**config.mk**
```make
export PLATFORM = sky130hd
export DESIGN_NAME = smm_operand_loader
export DESIGN_NICKNAME = d
export VERILOG_FILES = /design/src/rtl/smm_pkg.sv /design/src/rtl/smm_operand_loader.sv
export SDC_FILE = /design/constraint.sdc
export NUM_CORES = 2
export LEC_CHECK = 0
export ABC_AREA = 1
export CORE_ASPECT_RATIO = 2
export CORE_MARGIN = 2
export CORE_UTILIZATION = 35
export CTS_BUF_LIST = sky130_fd_sc_hd__clkbuf_4
export CTS_CLUSTER_SIZE = 14
export DETAILED_ROUTE_END_ITERATION = 10
export GPL_ROUTABILITY_DRIVEN = 0
export PLACE_DENSITY = 0.51
export RECOVER_POWER = 50
export SLEW_MARGIN = 20
export SYNTH_ARGS = -nofsm -noshare
export SYNTH_HDL_FRONTEND = slang
export SYNTH_SLANG_ARGS = --single-unit
```
**constraint.sdc**
```tcl
create_clock -name clk -period 3.7 [get_ports clk]
set_clock_uncertainty 0.05 [all_clocks]
set_input_delay 0.74 -clock clk [delete_from_list [all_inputs] [get_ports clk]]
set_output_delay 0.74 -clock clk [all_outputs]
set_load 0.05 [all_outputs]
```
**src/rtl/smm_pkg.sv**
```systemverilog
// smm_pkg: shared types and constants for the Strassen matrix-multiply front end, core and board wrappers.
package smm_pkg;
    localparam int DATAWIDTH = 32;
    localparam int ELEMS = 16;

    typedef enum logic [1:0] {FILL_A, FILL_B, LOAD, SYNC} smm_state_e;

    function automatic int elem_lo(input int k, input int w);
        return k * w;
    endfunction
endpackage

```
**src/rtl/smm_operand_loader.sv**
```systemverilog
// smm_operand_loader: assembles a 32-word A/B stream into double-buffered 4x4 operand buses and strobes load.
module smm_operand_loader #(
    parameter int DATAWIDTH = smm_pkg::DATAWIDTH,
    parameter int ELEMS = smm_pkg::ELEMS,
    parameter int LOAD_HOLD = 4
) (
    input  logic                       clk,
    input  logic                       rst,
    input  logic                       s_valid,
    output logic                       s_ready,
    input  logic [DATAWIDTH-1:0]       s_data,
    input  logic                       s_last,
    output logic [DATAWIDTH*ELEMS-1:0] A,
    output logic [DATAWIDTH*ELEMS-1:0] B,
    output logic                       load,
    output logic                       err,
    output logic [7:0]                 frame_cnt
);
    import smm_pkg::*;

    localparam int W = DATAWIDTH * ELEMS;
    localparam int CW = $clog2(LOAD_HOLD + 1);

    smm_state_e     state_q;
    logic [3:0]     idx_q;
    logic [CW-1:0]  cnt_q;
    logic [W-1:0]   stage_a_q, stage_b_q, a_q, b_q;
    logic           ready_q, load_q, err_q;
    logic [7:0]     frame_cnt_q;
    logic           xfer, last_idx;

    assign xfer = s_valid & ready_q;
    assign last_idx = idx_q == 4'(ELEMS - 1);

    always_ff @(posedge clk or negedge rst) begin
        if (!rst) begin
            state_q     <= FILL_A;
            idx_q       <= '0;
            cnt_q       <= '0;
            stage_a_q   <= '0;
            stage_b_q   <= '0;
            a_q         <= '0;
            b_q         <= '0;
            ready_q     <= 1'b0;
            load_q      <= 1'b0;
            err_q       <= 1'b0;
            frame_cnt_q <= '0;
        end else begin
            case (state_q)
                FILL_A: begin
                    ready_q <= 1'b1;
                    if (xfer) begin
                        stage_a_q[elem_lo(int'(idx_q), DATAWIDTH) +: DATAWIDTH] <= s_data;
                        idx_q   <= (s_last | last_idx) ? '0 : idx_q + 4'd1;
                        state_q <= (!s_last && last_idx) ? FILL_B : FILL_A;
                        err_q   <= err_q | s_last;
                    end
                end
                FILL_B: begin
                    if (xfer) begin
                        stage_b_q[elem_lo(int'(idx_q), DATAWIDTH) +: DATAWIDTH] <= s_data;
                        idx_q <= (s_last | last_idx) ? '0 : idx_q + 4'd1;
                        // Final B word bypasses staging so the commit lands on its own transfer edge.
                        if (last_idx && s_last) begin
                            a_q         <= stage_a_q;
                            b_q         <= {s_data, stage_b_q[W-DATAWIDTH-1:0]};
                            frame_cnt_q <= frame_cnt_q + 8'd1;
                            load_q      <= 1'b1;
                            ready_q     <= 1'b0;
                            cnt_q       <= '0;
                            state_q     <= LOAD;
                        end else begin
                            err_q   <= err_q | s_last | last_idx;
                            state_q <= s_last ? FILL_A : last_idx ? SYNC : FILL_B;
                        end
                    end
                end
                LOAD: begin
                    cnt_q <= cnt_q + CW'(1);
                    if (cnt_q == CW'(LOAD_HOLD - 1)) begin
                        load_q  <= 1'b0;
                        ready_q <= 1'b1;
                        state_q <= FILL_A;
                    end
                end
                SYNC: begin
                    if (xfer && s_last) state_q <= FILL_A;
                end
                default: state_q <= FILL_A;
            endcase
        end
    end

    assign s_ready   = ready_q;
    assign A         = a_q;
    assign B         = b_q;
    assign load      = load_q;
    assign err       = err_q;
    assign frame_cnt = frame_cnt_q;
endmodule

```
======== Word-level counts from Yosys, hierarchy flattened ========
Index checks and enable logic that the tools add are counted.
Widths: inputs -> output; s select.
storage, ports and cells
  word-level logic and storage cells ...... 77
  memories ................................ 0
  memory bits (read-only) ................. 0
  output and inout bits ................... 1035
  flip-flop bits (word level) ............. 2068
  bits in latches ......................... 0
  RAM bits ................................ 0
  input bits .............................. 36
cells by class
  muxes and demuxes ....................... 27
  $mul .................................... 0
  order comparisons ....................... 0
  add/subtract/negate cells ............... 4
  bitwise operators ....................... 4
  divide/modulo/power cells ............... 0
  eq/ne operators ......................... 11
  reduce and logical (&&, ||, !) cells .... 18
  shift operators ......................... 2
operator list
  cell                       number
  $bwmux 512                 2
  $shift 32x33->512 const A  1
  $shiftx 32x33->512         1
  $neg 9->33                 1
  $reduce_and 4->1           4
  $mux 2                     7
  $ne 2x2->1 const B         6
  $mux 1                     10
  $add 8x1->8 const B        1
  $pmux 2 s4                 1
  $mux 3                     2
  $pmux 3 s2                 1
  $reduce_and 2->1           3
  $reduce_and 3->1           2
  $add 4x1->4 const B        1
  $eq 2x2->1 const B         2
  $eq 4x4->1 const B         1
  $mux 4                     1
  $pmux 1 s2                 2
  $reduce_bool 2->1          2
  $add 3x1->3 const B        1
  $eq 3x2->1 const B         1
  $logic_and 1x1->1          3
  $or 1x1->1                 3
  other kinds (7)            7

======== Depth between registers and ports, before layout ========
  depth in word-level cells ............... 6
  gate-level depth with buffers ........... 15
  gate-level depth less buffers ........... 11

======== Worst setup path before layout ========
OpenSTA, ideal clock, no wires.
  kind .................................... register to register
  from .................................... register idx_q[0]
  to ...................................... register stage_b_q[196]
  arrival time ............................ 2.521 ns
  stages on the path, launching flop included .. 14
  path buffers ............................ 4
  clock period less this slack ............ 2.704 ns
  required time ........................... 3.517 ns
  path slack .............................. 0.996 ns
  library setup time ...................... 0.133 ns
  cell sequence ........................... dfrtp_1 > buf_2 > inv_2 > buf_2 > nand2_1 > inv_1 > ha_1 > clkbuf_1 > inv_1 > nor3_4 > nand3_2 > clkbuf_1 > nand2_1 > o21ai_0
between the ends
  cells in the longest elaborated chain, start to end .. 3
  elaborated cells between the ends (all ways) .. 4
  classes of those cells .................. add/sub (1); shift (2); mux (1)
ends and longest elaborated chain
  item                                                     RTL line                  text
  start, declared                                          smm_operand_loader.sv:25  logic [3:0] idx_q;
  start signal, assigned                                   smm_operand_loader.sv:54  idx_q <= (s_last | last_idx) ? '0 : idx_q + 4'd1;
  start signal, assigned                                   smm_operand_loader.sv:62  idx_q <= (s_last | last_idx) ? '0 : idx_q + 4'd1;
  $neg 9->33 (*)                                           smm_operand_loader.sv:61  stage_b_q[elem_lo(int'(idx_q), DATAWIDTH) +: DATAWIDTH] <= s_data;
  $shiftx 32x33->512 or $shift 32x33->512 (tied branches)  smm_operand_loader.sv:61
  $bwmux 512 (*)                                           smm_operand_loader.sv:61
  end signal, assigned by index                            smm_operand_loader.sv:61
  end, declared                                            smm_operand_loader.sv:27  logic [W-1:0] stage_a_q, stage_b_q, a_q, b_q;
Mark *: on every way between the ends. The rest lies on a longest branch, timed or not.
A chain may end at the register's enable or synchronous reset.

======== Worst setup path after layout ========
  from .................................... register a_q[279] (netlist: A[279])
  to ...................................... output A[279]
RTL lines
  item                    RTL line                  text
  start, declared         smm_operand_loader.sv:27
  start signal, assigned  smm_operand_loader.sv:65  a_q <= stage_a_q;
  end, declared           smm_operand_loader.sv:13  output logic [DATAWIDTH*ELEMS-1:0] A,
No word-level cell between the ends.

==> impl_metrics.ini <==
[routing]
routed_via_density = 4.82
routed-via-count = 63300
drt_wl_total_mm = 305
drtPass1Iterations = 8
wl_per_cell_um = 23.2
ant_nets = 0
drt_iter0_markers = 4760
drc_errors = 0

[place]
port_buffers = 1070
hpwl_mm = 212
pre_cts_ws_ps = 275

[clock_network]
cts_setup_buffers = 0
path_clk_slew_ps = 80
root_buffer = clkbuf_4
numCtsBuffers = 470
clock_sinks = 2036
insertion_delay_ps = 1330
clockBufferDepth = 4
h-tree-depth = 5
cts_tree = yes

[run_status]
outcome = finished, violations left
failed_checks = capacitance limit, slew limit

[finish]
final_common_cell = nand2_1
syn2layout_area_growth_pct = 26.5
fillCellCount = 22200
multi_input_area_mm2 = 0.0235
layout_common_cells = nand2_1, dfrtp_1, clkdlybuf4s50_1
seq_area_mm2 = 0.0510
layout-drive-gt1-share_pct = 9.89
nets = 9863

[pwr]
pwr-share-comb_pct = 2.0
pwr-share-clk_pct = 44.3
seq_power_share_pct = 53.7
vdd_ir_drop_max_v = 0.000232
p_leak_nw = 51.2
switching_share_pct = 24.0
power_switching_mw = 9.95
p_int_mw = 31.5
p_per_area_mw_per_mm2 = 422

[timing]
setup_violations = 0
hold_viol = 0
finalMaxSlewViolations = 32
tightestPinTransition_ps = 2510
slew_headroom_pct = -67.6
rsz0062_at_grt = false
whs_ps = 223
period_needed_ps = 3500
setup_tns_ps = 0
setup_slack_ps = 197
fin_crit_sh_pct = 94.7
max_freq_mhz = 285

[min_path]
hold_path_class = primary input to flop

[global_route]
grt_antenna_before_repair = 17
grt_pass1_wl_mm = 445
first_global_vias = 64200
grt_overflow = 0
grt_util_all_layers_pct = 26.9
grt_max_degree = 157

[logic_synthesis]
ys_seq_area_share_pct = 65.8
synthCells = 8541
synth.cell_area_mm2 = 0.0775
yosysUniqueCellTypes = 30
avgSynthCellArea_um2 = 9.07
syn-num-nets = 8585
yosys_warnings = 0
ys_ff_latch = 2036

[setup_path]
crit_chain = clkdlybuf4s50_1
start_kind = flop
max_stage_delay_ps = 1050
path_buf_inv = 1
crit_slowest_cell = clkdlybuf4s50_1
crit_type = flop to primary output
endpoint_kind = primary output
cp_max_fo = 2
crit_family = buffers and inverters
cp.required_ps = 2910
worstPathArrival_ps = 2710

[floorplan]
core-area_mm2 = 0.220
num_rows = 244
io_pins = 1071
start_util_pct = 35.1
die_w_um = 337
dieArea_mm2 = 0.225
die_h_um = 669

[job]
maxCapViolations = 1
==> area by class of cell <==
cell class                      count  share of cell area (%)
Inverter                          292                    1.13
Timing Repair Buffer             1318                    13.0
Antenna cell                       11                  0.0281
Multi-Input combinational cell   5701                    24.0
Clock buffer                      694                    5.31
Tap cell                         2952                    3.77
Clock inverter                    133                   0.786
Sequential cell                  2036                    52.0
==> timing repair <==
item | in CTS | in global routing
hold buffers | 4 | 0
endpoints found under the setup margin | 9 | 0
gates resized for setup | 9 | 0
endpoints found under the hold margin | 1772 | 0
==> cells by family (layout without fill, tap and decap cells) <==
family / count (synthesis) / count (layout) / share of synthesized area, %
AOI/OAI and AO/OA: 858 / 858 / 5.55
xor gates and xnor gates: 7 / 7 / 0.103
adders and majority gates: 8 / 8 / 0.129
buffers and inverters: 804 / 2437 / 4.13
DFF: 2036 / 2036 / 65.8
other: 0 / 11 / 0
and+or+nand+nor: 4828 / 4828 / 24.3
==> synthesized netlist by cell type, drive strengths merged <==
cell type / count / share of area [%]
clkbuf: 332 / 1.6
o22ai: 2 / 0.016
nor2: 253 / 1.2
nand3: 52 / 0.39
dfrtp: 2036 / 66
nand2: 4269 / 21
inv: 290 / 1.4
o31ai: 1 / 0.0097
clkinv: 2 / 0.0097
a21oi: 75 / 0.48
buf: 180 / 1.1
nor4: 1 / 0.0081
nor3: 36 / 0.25
xor2: 2 / 0.023
and3: 1 / 0.0081
xnor2: 5 / 0.081
nand4: 216 / 1.7
o21bai: 1 / 0.0097
ha: 8 / 0.13
o21ai: 779 / 5.0
==> power by group through the flow <==
stage / registers, mW / clock network [mW] / logic (mW)
global placement: 22.7 / 0 / 0.867
detailed placement: 22.7 / 0 / 0.877
floorplan: 22.7 / 0 / 0.0648
CTS: 22.2 / 19.0 / 0.888
finish: 22.2 / 18.4 / 0.816
global route: 22.2 / 20.1 / 0.921
==> per-layer routing <==
metal | GRT usage, % | share of wire (%)
met2 | 43.7 | 47
met1 | 33.3 | 40
met5 | 0 | 0.0085
met3 | 8.33 | 8.3
met4 | 10.5 | 4.1
==> flip-flops by register name (all words and copies together), names as in the netlist <==
name,count
A,512
B,512
stage_a_q,512
stage_b_q,480
frame_cnt,8
idx_q,4
cnt_q,3
state_q,2
err,1
load,1
s_ready,1
==> metrics by stage <==
| stage | area (um^2) | cells | total power, mW | utilization [%] |
|---|---|---|---|---|
| CTS | 98500 | 13100 | 42.1 | 44.7 |
| global placement | 92400 | 12300 | 23.5 | 41.9 |
| global route | 98000 | 13100 | 43.2 | 44.5 |
| detailed placement | 92400 | 12300 | 23.5 | 41.9 |
| finish | 98000 | 13100 | 41.4 | 44.5 |
| floorplan | 77500 | 8541 | 22.7 | - |
==> final timing paths <==
path,end,start,cells after the start,slack (ps)
worst max register to register,A[480],idx_q[0],10,220
worst min-delay path,B[482],s_data[2],4,220
worst min register to register,A[502],stage_a_q[502],2,360
worst max-delay path,A[279],A[279],1,200
min in group asynchronous,B[487],rst,3,1600
max in group asynchronous,B[216],rst,4,250
Note: power is estimated with default switching activity, not from simulation.
